==> src/rtl/rv32i_types.sv <==
// Shared RV32I front-end types: fetch packet, fetch FSM states and PC helpers.
package rv32i_types;

  localparam int INSTR_BYTES = 4;

  typedef struct packed {
    logic [31:0] pc;
    logic [31:0] instr;
  } fetch_pkt_t;

  typedef enum logic [1:0] {
    REQ   = 2'd0,
    DRAIN = 2'd1,
    HOLD  = 2'd2
  } fetch_state_t;

  function automatic logic [31:0] align_pc(input logic [31:0] addr);
    return addr & ~(32'(INSTR_BYTES) - 32'd1);
  endfunction

endpackage

==> src/rtl/fetch_skid_buf.sv <==
// Small FIFO of fetch packets between the request FSM and the instruction queue.
// Head is driven from storage registers, zeroed while empty.
module fetch_skid_buf
  import rv32i_types::*;
#(
  parameter int DEPTH = 2,
  localparam int AW = $clog2(DEPTH)
) (
  input  logic       clk,
  input  logic       rst,
  input  logic       push,
  input  fetch_pkt_t push_pkt,
  input  logic       pop,
  input  logic       flush,
  output fetch_pkt_t head_pkt,
  output logic       full,
  output logic       empty,
  output logic [AW:0] count
);

  localparam logic [AW:0] DEPTH_C = (AW + 1)'(DEPTH);

  fetch_pkt_t mem [DEPTH];

  logic [AW-1:0] wr_ptr_reg, wr_ptr_next;
  logic [AW-1:0] rd_ptr_reg, rd_ptr_next;
  logic [AW:0]   count_reg, count_next;
  logic          do_push, do_pop;

  assign empty = (count_reg == '0);
  assign full  = (count_reg == DEPTH_C);
  assign count = count_reg;

  assign do_pop  = pop && !empty;
  // A full buffer only accepts a write when the head leaves in the same cycle.
  assign do_push = push && (!full || do_pop) && !flush;

  always_comb begin
    wr_ptr_next = wr_ptr_reg;
    rd_ptr_next = rd_ptr_reg;
    count_next  = count_reg;
    if (flush) begin
      wr_ptr_next = '0;
      rd_ptr_next = '0;
      count_next  = '0;
    end else begin
      if (do_push) wr_ptr_next = wr_ptr_reg + 1'b1;
      if (do_pop)  rd_ptr_next = rd_ptr_reg + 1'b1;
      count_next = count_reg + {{AW{1'b0}}, do_push} - {{AW{1'b0}}, do_pop};
    end
  end

  always_ff @(posedge clk or negedge rst) begin
    if (!rst) begin
      wr_ptr_reg <= '0;
      rd_ptr_reg <= '0;
      count_reg  <= '0;
    end else begin
      wr_ptr_reg <= wr_ptr_next;
      rd_ptr_reg <= rd_ptr_next;
      count_reg  <= count_next;
    end
  end

  always_ff @(posedge clk) begin
    if (do_push) mem[wr_ptr_reg] <= push_pkt;
  end

  assign head_pkt = empty ? '0 : mem[rd_ptr_reg];

endmodule

==> src/rtl/fetch_req_ctrl.sv <==
// Fetch request controller: owns the PC, issues stable imem requests, squashes stale
// responses after redirects and buffers packets. Optional counters: FETCH_PERF_CTR_EN.
module fetch_req_ctrl
  import rv32i_types::*;
#(
  parameter logic [31:0] RESET_PC  = 32'h1eceb000,
  parameter int          BUF_DEPTH = 2
) (
  input  logic        clk,
  input  logic        rst,
  output logic [31:0] imem_addr,
  output logic [3:0]  imem_rmask,
  input  logic        imem_resp,
  input  logic [31:0] imem_rdata,
  input  logic        redirect_en,
  input  logic [31:0] redirect_pc,
  output logic        out_valid,
  input  logic        out_ready,
  output fetch_pkt_t  out_pkt
`ifdef FETCH_PERF_CTR_EN
  ,
  output logic [31:0] perf_drop_cnt,
  output logic [31:0] perf_hold_cnt
`endif
);

  localparam int          AW      = $clog2(BUF_DEPTH);
  localparam logic [AW:0] DEPTH_C = (AW + 1)'(BUF_DEPTH);
  localparam logic [AW:0] ONE_C   = (AW + 1)'(1);

  fetch_state_t state_reg, state_next;
  logic [31:0]  pc_reg, pc_next;
  logic [31:0]  addr_reg, addr_next;
  logic         active_reg, active_next;

  logic         resp_ok, push, pop, drop;
  logic [31:0]  redir_pc;
  logic [AW:0]  buf_count, cnt_after_pop;
  logic         buf_full, buf_empty;
  fetch_pkt_t   push_pkt;

  assign imem_addr  = addr_reg;
  assign imem_rmask = {4{active_reg}};

  // The cycle right after reset is in REQ with no request outstanding yet.
  assign resp_ok       = imem_resp && active_reg;
  assign redir_pc      = align_pc(redirect_pc);
  assign pop           = out_valid && out_ready;
  assign cnt_after_pop = buf_count - {{AW{1'b0}}, pop};
  assign push_pkt      = '{pc: pc_reg, instr: imem_rdata};

  always_comb begin
    state_next = state_reg;
    pc_next    = pc_reg;
    push       = 1'b0;
    drop       = 1'b0;
    unique case (state_reg)
      REQ: begin
        if (redirect_en) begin
          pc_next = redir_pc;
          if (resp_ok) begin
            drop       = 1'b1;
            state_next = REQ;
          end else if (active_reg) begin
            state_next = DRAIN;
          end
        end else if (resp_ok) begin
          push       = 1'b1;
          pc_next    = pc_reg + 32'(INSTR_BYTES);
          state_next = (cnt_after_pop + ONE_C >= DEPTH_C) ? HOLD : REQ;
        end
      end
      DRAIN: begin
        if (redirect_en) pc_next = redir_pc;
        if (resp_ok) begin
          drop       = 1'b1;
          state_next = (!redirect_en && cnt_after_pop >= DEPTH_C) ? HOLD : REQ;
        end
      end
      HOLD: begin
        if (redirect_en) begin
          pc_next    = redir_pc;
          state_next = REQ;
        end else if (cnt_after_pop < DEPTH_C) begin
          state_next = REQ;
        end
      end
      default: state_next = REQ;
    endcase
  end

  // Request port is registered; DRAIN keeps presenting the stale address.
  always_comb begin
    active_next = (state_next != HOLD);
    addr_next   = (state_next == DRAIN) ? addr_reg : pc_next;
  end

  always_ff @(posedge clk or negedge rst) begin
    if (!rst) begin
      state_reg  <= REQ;
      pc_reg     <= RESET_PC;
      addr_reg   <= RESET_PC;
      active_reg <= 1'b0;
    end else begin
      state_reg  <= state_next;
      pc_reg     <= pc_next;
      addr_reg   <= addr_next;
      active_reg <= active_next;
    end
  end

  fetch_skid_buf #(
    .DEPTH(BUF_DEPTH)
  ) u_buf (
    .clk      (clk),
    .rst      (rst),
    .push     (push && (!buf_full || pop)),
    .push_pkt (push_pkt),
    .pop      (pop),
    .flush    (redirect_en),
    .head_pkt (out_pkt),
    .full     (buf_full),
    .empty    (buf_empty),
    .count    (buf_count)
  );

  assign out_valid = !buf_empty;

`ifdef FETCH_PERF_CTR_EN
  logic [31:0] drop_cnt_reg, hold_cnt_reg;

  always_ff @(posedge clk or negedge rst) begin
    if (!rst) begin
      drop_cnt_reg <= '0;
      hold_cnt_reg <= '0;
    end else begin
      if (drop && drop_cnt_reg != '1) drop_cnt_reg <= drop_cnt_reg + 32'd1;
      if (state_reg == HOLD && hold_cnt_reg != '1) hold_cnt_reg <= hold_cnt_reg + 32'd1;
    end
  end

  assign perf_drop_cnt = drop_cnt_reg;
  assign perf_hold_cnt = hold_cnt_reg;
`else
  logic unused_drop;
  assign unused_drop = drop;
`endif

endmodule

==> config.mk <==
export PLATFORM = sky130hd
export DESIGN_NAME = fetch_req_ctrl
export DESIGN_NICKNAME = d
export VERILOG_FILES = /design/src/rtl/rv32i_types.sv /design/src/rtl/fetch_skid_buf.sv /design/src/rtl/fetch_req_ctrl.sv
export SDC_FILE = /design/constraint.sdc
export NUM_CORES = 1
export LEC_CHECK = 0
export ABC_AREA = 1
export ABC_CLOCK_PERIOD_IN_PS = 6550
export CAP_MARGIN = 15
export CORE_UTILIZATION = 53
export CTS_CLUSTER_SIZE = 25
export DETAILED_ROUTE_END_ITERATION = 6
export PLACE_DENSITY_LB_ADDON = 0.05
export REMOVE_ABC_BUFFERS = 1
export SKIP_LAST_GASP = 1
export SYNTH_ARGS = -nofsm -noshare
export SYNTH_HDL_FRONTEND = slang
export SYNTH_SLANG_ARGS = --single-unit
==> constraint.sdc <==
create_clock -name clk -period 6.55 [get_ports clk]
set_clock_uncertainty 0.15 [all_clocks]
set_input_delay 0.655 -clock clk [delete_from_list [all_inputs] [get_ports clk]]
set_output_delay 0.655 -clock clk [all_outputs]
set_load 0.03 [all_outputs]
Yosys cells after proc, flatten, opt, wreduce, memory -nomap -nowiden
Memory sizes are Yosys's and may differ from the RTL's.
Cells that the tools add are included.
- $add $sub $neg: 7
- equal/unequal tests: 5
- magnitude comparators: 3
- multiplexer cells: 25
- reduce and logical (&&, ||, !) cells: 17
- operator list (operator ; count):
    $mux 32 ; 3
    $mux 64 ; 1
    $pmux 32 s2 ; 1
    $add 32x3->32 const B ; 1
    $mux 2 ; 10
    $mux 1 ; 9
    $logic_and 1x1->1 ; 7
    $pmux 2 s3 ; 1
    $eq 2x1->1 const B ; 2
    $eq 2x2->1 const B ; 2
    $ge 2x2->1 const B ; 2
    $logic_not 2->1 ; 2
    $reduce_bool 2->1 ; 2
    $sub 2x1->2 ; 2
    $logic_not 1->1 ; 3
    $add 1x1->1 const B ; 2
    $add 2x1->2 ; 1
    $add 2x1->2 const B ; 1
    $logic_or 1x1->1 ; 2
    $lt 2x2->1 const B ; 1
    $ne 2x2->1 const B ; 1
    $reduce_or 2->1 ; 1
- input bits: 69
- memories kept: 1
- register bits after elaboration: 71
- output and inout port bits: 101
- logic and storage cells: 65
- memory bits (writable): 128
- memory list (memory ; words ; width ; rd ports ; clocked after memory_dff ; wr ports ; RTL line ; RTL):
    u_buf.mem ; 2 ; 64 ; 1 ; 0 ; 1 ; fetch_skid_buf.sv:23 ; fetch_pkt_t mem [DEPTH];

Longest topological paths before layout
- depth in word-level cells: 11
- depth in mapped cells: 14

Modules after synthesis
Synthesis repeated with hierarchy kept, for this count alone.
- cells, all modules: 1033
- area total of the unflattened synthesis: 9731.8 um^2
- by module, submodules not included (module ; area each (um^2) ; instances ; cells an instance ; sequential area each (um^2)):
    fetch_skid_buf ; 5243.8 ; 1 ; 379 ; 3943.8
    fetch_req_ctrl ; 4488.1 ; 1 ; 654 ; 1706.6

Least setup slack after synthesis
Ideal clock, no wire load.
- path kind: reg2reg
- start point: register state_reg[0]
- end point: memory u_buf.mem[1][0] (netlist bit), enable pin
- stages on the path, launching flop included: 8
- data required time: 5.912 ns
- data arrival time: 4.009 ns
- buffers on the path: 1
- setup slack: 1.904 ns
- setup time: 0.488 ns
- cells stage by stage: dfrtp_1 inv_1 ha_1 clkbuf_1 nand2_1 a31oi_1 inv_1 nor2_1
- cells in the longest elaborated chain, start to end: 7
- RTL lines (what ; RTL line ; RTL):
    start: declaration ; fetch_req_ctrl.sv:31 ; fetch_state_t state_reg, state_next;
    start signal: assignment ; fetch_req_ctrl.sv:105 ; state_reg <= state_next;
    $logic_not 2->1 ; fetch_req_ctrl.sv:57 ; unique case (state_reg)
    $mux 1 ; fetch_req_ctrl.sv:57 ;
    $logic_and 1x1->1 ; fetch_req_ctrl.sv:117 ; .push (push && (!buf_full || pop)),
    $logic_and 1x1->1 (2 in a row) ; fetch_skid_buf.sv:36 ; assign do_push = push && (!full || do_pop) && !flush;
    $mux 1 ; fetch_skid_buf.sv:66 ; if (do_push) mem[wr_ptr_reg] <= push_pkt;
    $mux 1 (implied by the code) ; fetch_skid_buf.sv:66 ;
    end: declaration ; fetch_skid_buf.sv:23 ;
Every way passes these cells.

==> reports/metrics.csv <==
stage;metric;value;unit
synth;Async SR Flop Fraction;35.7;%
sta;setup violators final;0;
synth;EDFF count, synth;128;
global_route;global routing's busiest layer;met2;
floorplanning;Starting Density;54.3;%
synth;Gate Count Post-Synth;1016;
finish;P&R area growth vs syn;24.3;%
global_route;GRT met1 Usage;34.1;%
setup_path;Worst setup EP type;output pin;
sta;worst hold slack;0.249;ns
routing;Vias;7428;
floorplanning;area of the core;17400;um^2
synth;Synth Flop Type;edfxtp_1;
finish;Non-Filler Instances;1397;
clocking;H-tree depth;4;
finish;final core utilization;67.5;%
clocking;Worst-Skew Late Latency;0.43;ns
sta;Slew Limit Headroom;23.6;%
sta;fmax;283;MHz
synth;Syn Std Cell Area;9420;um^2
global_route;met2 GRT Util;41.5;%
finish;most frequent cells in the layout;nand2_1 (316), clkdlybuf4s50_1 (166), edfxtp_1 (128);
sta;RSZ-0062 raised after global routing;false;
global_route;GR Util All Layers;25.2;%
setup_path;startpoint types;flip-flop;
job;max-cap check violation count;0;
clocking;Resized Gates After CTS;0;
synth;Seq/Total Area, Yosys;60.0;%
synth;synth top area cells;edfxtp_1 (41%), nand2_1 (13%), dfrtp_1 (12%);
sta;Setup TNS Final;0;ns
floorplanning;die width;135;um
floorplanning;Die Ht;135;um
routing;DR WL/cell;16.0;um
floorplanning;IO Pins;170;
sta;Slew Limit Fails;0;
finish;commonest non-fill, non-tap cell in the layout;nand2_1;
place;Placer Congestion;0.910;
global_route;global-route wire length before repair;35500;um
finish;layout cell share with drive strength beyond 1;8.79;%
synth;yosys synthesis warning count;0;
routing;initial drt markers;447;
place;DP Wirelength;14600;um
routing;DRC errors left;0;
setup_path;arrival time at the worst endpoint;2.73;ns
synth;post-synth top area share;40.8;%
synth;register bit total from synthesis;199;
clocking;Root Buffer Master;clkbuf_16;
clocking;CTS buffer count;17;
hold_path;min-delay worst type;in -> async;
sta;minimum clock period;3.53;ns
sta;fin crit share;54.0;%
clocking;number of post-CTS setup repair buffers;0;
finish;final net count;1240;
global_route;largest net degree at the start of global routing;72;
setup_path;Crit Path Class;reg -> out;
clocking;CTS tree;done;
clocking;CTS Hold Bufs;0;
floorplanning;Die ar.;18300;um^2
place;Port Buffers;167;
clocking;CTS clk-pin slew, worst paths;0.07;ns
synth;area leader, netlist;edfxtp_1;
place;cell total after placement;1368;
floorplanning;Rows;48;
synth;Syn Area/Cell;9.27;um^2
global_route;GR Overflow Total;0;
power;VDD IR max;275;uV
global_route;met3 usage;4.60;%
routing;Detailed Route WL;22300;um
sta;Worst-Margin Slew;1.15;ns
finish;ant diodes;0;
routing;Via density;5.32;
synth;Distinct cells, synth;43;
clocking;Clock Sinks;199;
routing;drt pass-1 iters;5;
power;PwrDens;468;nW/um^2
clocking;Max clock buf depth;2;
setup_path;Worst Path Required;5.74;ns
routing;antenna-violating nets left;0;
global_route;vias in the first global route;7078;
setup_path;CP max FO;64;
sta;final hold violation count;0;
global_route;antenna violations before repair;0;
status;status;complete, no violations;
finish;max FFs per register;128;
power;Leakage;4.69;nW
per-stage QoR:
stage	power, W	cell area [um^2]	worst slack (ns)
finish	0.00548	11700	3.02
global route	0.00584	11700	2.79
CTS	0.00551	11700	2.97
detailed placement	0.00458	11200	2.60
global placement	0.00453	11200	2.60
floorplan	0.00359	9160	1.27
cell usage after synthesis (2+ instances only):
| library cell | number |
|---|---|
| o21a_1 | 2 |
| nand3_1 | 68 |
| clkbuf_1 | 28 |
| nand4_1 | 8 |
| buf_1 | 6 |
| nor2_1 | 91 |
| nand2_1 | 316 |
| nor2_2 | 4 |
| buf_2 | 5 |
| dfstp_2 | 24 |
| inv_1 | 65 |
| buf_12 | 2 |
| and2_1 | 2 |
| edfxtp_1 | 128 |
| or2_2 | 2 |
| buf_4 | 7 |
| o21ai_0 | 19 |
| inv_2 | 3 |
| o211ai_1 | 7 |
| nor3_1 | 2 |
| a21oi_1 | 112 |
| nand2_2 | 22 |
| a21boi_0 | 16 |
| ha_1 | 9 |
| dfrtp_1 | 47 |
| nor2_4 | 2 |
| mux2i_1 | 3 |
per-layer routing:
| metal | share of wire [%] | vias up |
|---|---|---|
| li1 | - | 3677 |
| met1 | 44 | 3470 |
| met2 | 47 | 261 |
| met3 | 7.2 | 20 |
| met4 | 1.2 | 0 |
| met5 | 0 | - |
report_power, final:
group          leakage, nW  internal, W  switching [W]
combinational         2.45     0.000866        0.00161
sequential            2.00      0.00178       0.000302
clock                0.238     0.000480       0.000446
total                 4.69      0.00312        0.00236
final timing paths:
path                                  startpoint          endpoint  slack (ns)  depth (start not counted)
min in group clk                   imem_addr[23]     imem_addr[23]        0.32                          2
worst min-delay path                         rst      imem_addr[1]        0.25                          2
worst max-delay path            u_buf.rd_ptr_reg       out_pkt[51]        3.02                          4
worst min register to register     imem_addr[23]     imem_addr[23]        0.32                          2
max in group asynchronous                    rst  u_buf.rd_ptr_reg        5.32                          2
worst max register to register        active_reg  u_buf.mem[1][19]        3.26                          7
logic make-up (layout without fill, tap and decap cells):
family                   after synthesis  count (layout)  share of synthesized area [%]
AND/OR/NAND/NOR                      520             520                           23.1
flip-flops                           199             199                           60.0
AO/OA/AOI/OAI                        163             163                           9.54
buffers and inverters                119             275                           5.55
adder cells (fa/ha/maj)                9               9                           1.20
XOR/XNOR                               3               3                          0.359
multiplexers                           3               3                          0.319
area by class of cell:
class	count	area, um^2
multi-input combinational	698	3270
fill	1423	5650
clock buffer	18	429
sequential	199	5650
tap	225	282
inverter	70	267
clock inverter	11	78.8
timing repair buffer	176	1730
worst max-delay path: stages (launching register included):
cell             delay [ns]
dfrtp_2                0.40
inv_2                  0.79
nand2_1                0.11
a21oi_1                0.25
clkdlybuf4s50_1        0.72
(Power assumes the default switching activity.)
